<file path="config.mk">
export PLATFORM = sky130hd
export DESIGN_NAME = mux8_rr_arbiter
export DESIGN_NICKNAME = d
export VERILOG_FILES = /design/src/rtl/mux8_rr_arbiter.sv
export SDC_FILE = /design/constraint.sdc
export NUM_CORES = 1
export LEC_CHECK = 0
export ABC_AREA = 1
export ABC_CLOCK_PERIOD_IN_PS = 2600
export BUFFER_PORTS_ARGS = -buffer_cell sky130_fd_sc_hd__buf_2
export CORE_AREA = 2 2 86 63
export DETAILED_ROUTE_END_ITERATION = 8
export DIE_AREA = 0 0 88 65
export PLACE_DENSITY_LB_ADDON = 0.25
export SKIP_LAST_GASP = 1
export SLEW_MARGIN = 20
export SYNTH_ARGS = -nofsm -noshare
export SYNTH_HDL_FRONTEND = slang
export SYNTH_SLANG_ARGS = --single-unit
export TNS_END_PERCENT = 50
</file>
<file path="constraint.sdc">
create_clock -name clk -period 2.6 [get_ports clk]
set_clock_uncertainty 0.15 [all_clocks]
set_input_delay 0.39 -clock clk [delete_from_list [all_inputs] [get_ports clk]]
set_output_delay 0.39 -clock clk [all_outputs]
set_load 0.03 [all_outputs]
</file>
<file path="src/rtl/mux8_rr_arbiter.sv">
// -----------------------------------------------------------------------------
// mux8_rr_arbiter
//
// Round-robin owner selection for one shared 8:1 single-bit mux. The arbiter
// decides which of eight requesters owns the mux, drives the 3-bit mux select
// and publishes a registered one-hot grant. An owner keeps the mux until it
// drops its request, the hold-time limit expires, or arbitration is disabled.
// The priority pointer only moves on release, so the releasing owner becomes
// the lowest-priority candidate for the very next decision.
//
// Handshake: req[i] is a level request. grant[i] is asserted one cycle after a
// winning req[i] is seen and stays asserted while req[i] stays high, up to the
// hold limit. A requester that drops req[i] loses the grant on the next edge.
// There is no back-pressure; the mux select follows grant directly.
//
// Ports
//   clk          in   system clock, all state on the rising edge
//   rst_n        in   synchronous active-low reset
//   en           in   arbitration enable; low forces release, blocks grants
//   req[7:0]     in   request vector, bit i = requester i wants mux input Di
//   grant[7:0]   out  registered one-hot grant, 8'h00 when the mux is unowned
//   sel[2:0]     out  mux select = index of the current owner
//   grant_valid  out  high while grant is non-zero
//   hold_cnt     out  cycles the current owner has held (0 on first cycle)
//   dbg_state    out  FSM state (0 = IDLE, 1 = BUSY)
//   dbg_last[2:0] out priority pointer (index of the last released owner)
// -----------------------------------------------------------------------------
module mux8_rr_arbiter #(
  parameter  int unsigned MAX_HOLD = 16,
  localparam int unsigned CNT_W    = (MAX_HOLD == 0) ? 1 : $clog2(MAX_HOLD + 1)
) (
  input  logic             clk,
  input  logic             rst_n,
  input  logic             en,
  input  logic [7:0]       req,
  output logic [7:0]       grant,
  output logic [2:0]       sel,
  output logic             grant_valid,
  output logic [CNT_W-1:0] hold_cnt,
  output logic             dbg_state,
  output logic [2:0]       dbg_last
);

  typedef enum logic {
    S_IDLE = 1'b0,
    S_BUSY = 1'b1
  } state_t;

  // Hold count value on the owner's final permitted cycle. Unused when
  // MAX_HOLD is 0 (the timeout term is then constant false).
  localparam logic [CNT_W-1:0] HOLD_LAST =
    CNT_W'((MAX_HOLD == 0) ? 0 : (MAX_HOLD - 1));
  localparam logic [CNT_W-1:0] CNT_MAX = '1;

  state_t           state_q, state_d;
  logic [7:0]       grant_q, grant_d;
  logic [2:0]       sel_q,   sel_d;
  logic [2:0]       last_q,  last_d;
  logic [CNT_W-1:0] hold_q,  hold_d;

  // Winner search: first set bit of r scanning ptr+1, ptr+2, ... wrapping
  // 7->0, with ptr itself checked last. The loop runs from the farthest
  // candidate to the nearest so the nearest set bit is the final assignment.
  // Result is {found, index}.
  function automatic logic [3:0] pick_winner(input logic [7:0] r,
                                             input logic [2:0] ptr);
    logic [3:0] res;
    logic [2:0] idx;
    res = 4'b0000;
    for (int k = 8; k >= 1; k--) begin
      idx = ptr + 3'(k);
      if (r[idx]) begin
        res = {1'b1, idx};
      end
    end
    return res;
  endfunction

  logic [3:0] win_idle;   // winner against the current pointer
  logic [3:0] win_rel;    // winner against the pointer after release (= sel)
  logic       owner_drop;
  logic       timeout;

  assign win_idle   = pick_winner(req, last_q);
  assign win_rel    = pick_winner(req, sel_q);
  assign owner_drop = ~req[sel_q];
  assign timeout    = (MAX_HOLD != 0) && (hold_q == HOLD_LAST);

  // ---------------------------------------------------------------------------
  // Next-state and output logic
  // ---------------------------------------------------------------------------
  always_comb begin
    state_d = state_q;
    grant_d = grant_q;
    sel_d   = sel_q;
    last_d  = last_q;
    hold_d  = hold_q;

    unique case (state_q)
      S_IDLE: begin
        // sel keeps its previous value while nobody owns the mux.
        if (en && win_idle[3]) begin
          state_d = S_BUSY;
          grant_d = 8'h01 << win_idle[2:0];
          sel_d   = win_idle[2:0];
          hold_d  = '0;
        end
      end

      S_BUSY: begin
        if (!en) begin
          // Disable wins over everything else: release with no re-grant.
          state_d = S_IDLE;
          grant_d = 8'h00;
          last_d  = sel_q;
          hold_d  = '0;
        end else if (owner_drop || timeout) begin
          // Pointer moves to the old owner, so the search below already
          // treats it as lowest priority. A sole requester that timed out is
          // therefore re-granted with a fresh hold count.
          last_d = sel_q;
          if (win_rel[3]) begin
            grant_d = 8'h01 << win_rel[2:0];
            sel_d   = win_rel[2:0];
            hold_d  = '0;
          end else begin
            state_d = S_IDLE;
            grant_d = 8'h00;
            hold_d  = '0;
          end
        end else begin
          // Owner keeps the mux. With MAX_HOLD=0 the count saturates.
          if (hold_q != CNT_MAX) begin
            hold_d = hold_q + CNT_W'(1);
          end
        end
      end

      default: begin
        state_d = S_IDLE;
        grant_d = 8'h00;
        hold_d  = '0;
      end
    endcase
  end

  // ---------------------------------------------------------------------------
  // State registers
  // ---------------------------------------------------------------------------
  always_ff @(posedge clk) begin
    if (!rst_n) begin
      state_q <= S_IDLE;
      grant_q <= 8'h00;
      sel_q   <= 3'd0;
      last_q  <= 3'd7;   // requester 0 gets top priority after reset
      hold_q  <= '0;
    end else begin
      state_q <= state_d;
      grant_q <= grant_d;
      sel_q   <= sel_d;
      last_q  <= last_d;
      hold_q  <= hold_d;
    end
  end

  assign grant       = grant_q;
  assign sel         = sel_q;
  assign grant_valid = |grant_q;
  assign hold_cnt    = hold_q;
  assign dbg_state   = state_q;
  assign dbg_last    = last_q;

endmodule

</file>
* Yosys cells after proc, flatten, opt, wreduce, memory -nomap -nowiden
Cells that the tools add are included.
Word-level totals: flip-flop bits (word level) 20, bits in latches 0, memory bits (writable) 0, ROM bits 0, word-level logic and storage cells 126, memories 0
Cells by class: add/sub/neg operators 15, multipliers 0, div/mod/pow operators 0, $lt $le $gt $ge 16, equality and inequality tests 9, shifts and indexed selects 2, mux-type cells 70, bitwise logic cells 2, reductions and logical operators 7
Operators by type and width (count):
- $lt 3x4->1 const B | 16
- $mux 4 | 16
- $bmux 1 s3 | 16
- $mux 8 | 4
- $add 3x3->3 const B | 8
- $mux 1 | 20
- $mux 5 | 4
- $mux 3 | 6
- $pmux 8 s2 | 1
- $shl 1x3->8 const A | 2
- $add 3x2->3 const B | 4
- $pmux 5 s2 | 1
- $reduce_or 8->1 | 1
- $add 3x1->3 const B | 2
- $ne 2x1->1 const B | 3
- $pmux 3 s2 | 1
- $reduce_and 2->1 | 3
- $add 5x1->5 const B | 1
- $eq 5x4->1 const B | 1
- $ne 5x5->1 const B | 1
- $ne 2x2->1 const B | 2
- $ne 4x2->1 const B | 1
- $reduce_and 4->1 | 1
- $ne 3x2->1 const B | 1
- other kinds (4) | 5

* Longest topological paths before layout
depth after elaboration 15, depth in mapped cells 23

* Least setup slack after synthesis
No wires, ideal clock.
path kind register to register, start register sel_q[0] (netlist: sel[0]), end register grant_q[1] (netlist: grant[1]), arrival time 2.456 ns, path slack -0.122 ns, cell stages (with the launch flop) 16, buffers on the path 3, period minus slack after synthesis 2.722 ns, cells stage by stage dfxtp_1 > buf_6 > inv_4 > buf_12 > ha_1 > inv_2 > nand3_1 > nand3_1 > nand2_2 > nor2_2 > nand4_2 > nand2_4 > o21ai_4 > buf_6 > o21ai_1 > nor2_2
Between the ends: cells in the longest elaborated chain, start to end 15, elaborated cells on any way between the ends 40, those cells by class add/sub: 7; eq/ne: 1; shift: 1; mux: 28; bitwise: 1; reduce/logical: 2
Ends and longest elaborated chain:
- start, declared | line 57 | logic [2:0] sel_q, sel_d;
- start signal, assigned | line 160 | sel_q <= sel_d;
- $add 3x3->3 / $bmux 1 s3 (equally long branches) | line 71, 72, 86
- $bmux 1 s3 / $mux 1 (equally long branches) | line 72, 86
- $mux 1 (implied by the code) / $mux 4 (equally long branches) | line 72 | if (r[idx]) begin
- $mux 4 (7 in series) | line 72
- $shl 1x3->8 | line 123 | grant_d = 8'h01 << win_rel[2:0];
- $mux 8 | line 122 | if (win_rel[3]) begin
- $mux 8 | line 117 | end else if (owner_drop || timeout) begin
- $mux 8 | line 111 | if (!en) begin
- $pmux 8 s2 | line 99 | unique case (state_q)
- end signal, assigned | line 159 | grant_q <= grant_d;
- end, declared | line 56 | logic [7:0] grant_q, grant_d;
Parallel ways exist; a longest one is shown, timed or not. The select of a mux whose other input is x is not followed. A chain may end at the register's enable or synchronous reset.

* Worst setup path in the final report
start register sel_q[0] (netlist: sel[0]), end register grant_q[7] (netlist: grant[7])
Same word-level chain as after synthesis.

==> reports/metrics.yaml <==
status: "complete, no violations"
rows: 22
routedWlPerCell_um: 12.3
period_share: 0.908
p_clk_frac: 0.105
power_frac_seq: 0.167
synth_cells: 423
synth-edff-count: 0
start_util: 0.515
clkSinkCount: 20
syn_area_per_cell_um2: 6.06
grt_overflow: 0
grt_pass1_vias: 2557
wl_um: 6510
maxCapViolations: 0
chipWidth_um: 88
cp.arrival_ns: 2.37
grt_pass1_wl_um: 11600
drive_gt1_frac: 0.305
worstSetupPathType: "register to register"
internal-power_mw: 1.04
swShare: 0.548
clock_path_buffers: 2
fin_tns_setup_ns: 0
seq_area_um2: 405
whs_path_depth: 3
multi_input_area_mm2: 0.00187
synth_area_mm2: 0.00256
portBuffers: 31
finalNonFillerCells: 531
yosysSeqAreaShare: 0.156
dp_hpwl_um: 5270
async_reset_ff_frac: 0
cts_made_buffers: 3
min_path_type: "primary input to register"
syn_nets: 441
reg2reg_depth: 21
pwr-share-comb: 0.728
maxSlewHeadroom: 0.708
p_per_area_mw_per_mm2: 785
clk_latency_ns: 0.26
clkSlewWorstSetupHoldPaths_ns: 0.07
fmax_mhz: 424
die_area_mm2: 0.00572
post-route-drc-count: 0
power_switching_mw: 1.25
n_fill_cell: 497
synth_cell_types: 33
yosys_warnings: 0
critPathRequiredTime_ns: 2.61
holdBufCountCts: 0
cts_root_buf: "clkbuf_8"
rr_endpoint: "grant[7]"
rsz0062_at_grt: "no"
finalHoldViolations: 0
vdd_drop_max_uv: 396
r2r_slack_ns: 0.24
die_y_um: 65
worst_pin_slew_ns: 0.438
ys_ff_latch: 20
slew_viol_final: 0
synth_flop_cell: "dfxtp_1"
htree_levels: 1
track_usage: 0.251
drt_pass1_iterations: 4
drtAntennaViolNets: 0
viasPerCell: 5.16
grt_max_degree: 18
hold_path_end: "dbg_state"
period_needed_ns: 2.36
routabilityCongestion: 0.957
n_antenna_cell: 0
areaGrowthSynthToFinish_pct: 13.7
start_kind: "register"
hold_slack_ns: 0.302
drtIter0Drc: 173
ios: 32
num_vias: 2741
nets: 478
min_from: "en"
dp_cells: 525
cp_max_fo: 11
crit_path_end_kind: "register"
total_leakage_power_nw: 1.58
core_mm2: 0.00498
cts_tree: "done"
finalSetupViolations: 0
r2r_start: "sel[0]"
antenna_found_initial: 0
[registers in the layout, indices dropped and copies added (netlist names)]
| name | count |
|---|---|
| dbg_state | 1 |
| hold_cnt | 5 |
| grant | 8 |
| dbg_last | 3 |
| sel | 3 |
[synth_stat cells, types with 3 or more instances]
master	count	area (um^2)
a21oi_1	17	85.1
a21oi_2	5	43.8
buf_6	5	56.3
dfxtp_1	20	400
ha_1	7	87.6
inv_1	47	176
inv_2	9	33.8
inv_4	3	18.8
nand2_1	127	477
nand2_2	21	131
nand2_4	8	90.1
nand3_1	56	280
nand3_2	22	220
nor2_1	28	105
nor2_2	5	31.3
o211ai_1	4	30.0
o21ai_0	7	35.0
o21ai_1	8	40.0
[layer usage]
layer | GRT usage | part of all wire | vias up
met4 | 0.0558 | 0.013 | 0
met2 | 0.388 | 0.44 | 52
met1 | 0.367 | 0.51 | 1252
li1 | - | - | 1428
met3 | 0.0357 | 0.043 | 9
met5 | 0 | 0 | -
[per-stage QoR]
stage	worst slack, ns	utilization	power (mW)	area (um^2)
2_1_floorplan	0.00233	-	1.68	2570
4_1_cts	0.107	0.570	2.21	2840
6_report	0.239	0.585	2.29	2910
3_3_place_gp	0.174	0.559	1.95	2780
5_1_grt	0.000770	0.585	2.53	2910
3_5_place_dp	0.123	0.559	1.97	2780
[power by group through the flow]
stage / clock, mW / combinational, mW / sequential, mW
floorplan: 0 / 1.23 / 0.445
global placement: 0 / 1.56 / 0.385
detailed placement: 0 / 1.58 / 0.386
CTS: 0.245 / 1.59 / 0.379
global route: 0.258 / 1.88 / 0.387
finish: 0.240 / 1.67 / 0.382
[cells by family (layout without fill, tap and decap cells)]
kind of cell    count (synthesis)  count (layout)  synth area share
buf+inv                        70             106             0.130
xor+xnor                        4               4            0.0137
flops                          20              20             0.156
fa+ha+maj                       7               7            0.0342
simple gates                  277             277             0.559
compound gates                 45              45             0.107
[timing repair]
item,in CTS,in global routing
buffers inserted,0,2
setup endpoints to repair,0,12
resized for setup,0,14
[cells in the final DEF, fill, tap and decap left out, types with 7 or more instances in the layout]
master and instances:
nand2_1 126, nand3_1 55, inv_1 45, buf_2 31, nor2_1 26, nand3_2 23, nand2_2 22, a21oi_1 16
dfxtp_1 16, inv_2 11, buf_4 9, nand2_4 8, o21ai_1 8, nor2_2 7, o21ai_0 7
[worst max-delay path by stage]
| stage | start | end | slack, ns | depth (start not counted) |
|---|---|---|---|---|
| final | sel[0] | grant[7] | 0.24 | 21 |
| after global routing | sel[0] | grant[7] | 0.0008 | 19 |
| after CTS | sel[1] | grant[2] | 0.11 | 13 |
| after detailed placement | sel[1] | grant[2] | 0.12 | 13 |
| after global placement | sel[1] | grant[4] | 0.17 | 13 |
| after floorplan | sel[0] | grant[1] | 0.002 | 15 |
[area by class of cell]
class | instances | share of cell area
multi-input combinational | 333 | 0.640
timing repair buffer | 43 | 0.0923
clock buffer | 4 | 0.0189
inverter | 59 | 0.0786
tap | 72 | 0.0309
sequential | 20 | 0.139
[critical path, cell delays in order, from the launching register on]
cell and delay (ns):
dfxtp_2 0.34, buf_6 0.14, ha_1 0.21, inv_1 0.05, nand2_1 0.05, nand2_2 0.12
inv_2 0.06, nand3_2 0.07, nand2_2 0.09, inv_2 0.08, nand2_2 0.05, nand3_1 0.07
nand2_1 0.05, nand2_1 0.05, nand2_1 0.04, nand2_1 0.06, nand2_2 0.10, buf_4 0.15
nand3_1 0.09, nand2_1 0.05, nor2_1 0.10, nor2_1 0.05
Power figures use the tool's default switching activity.
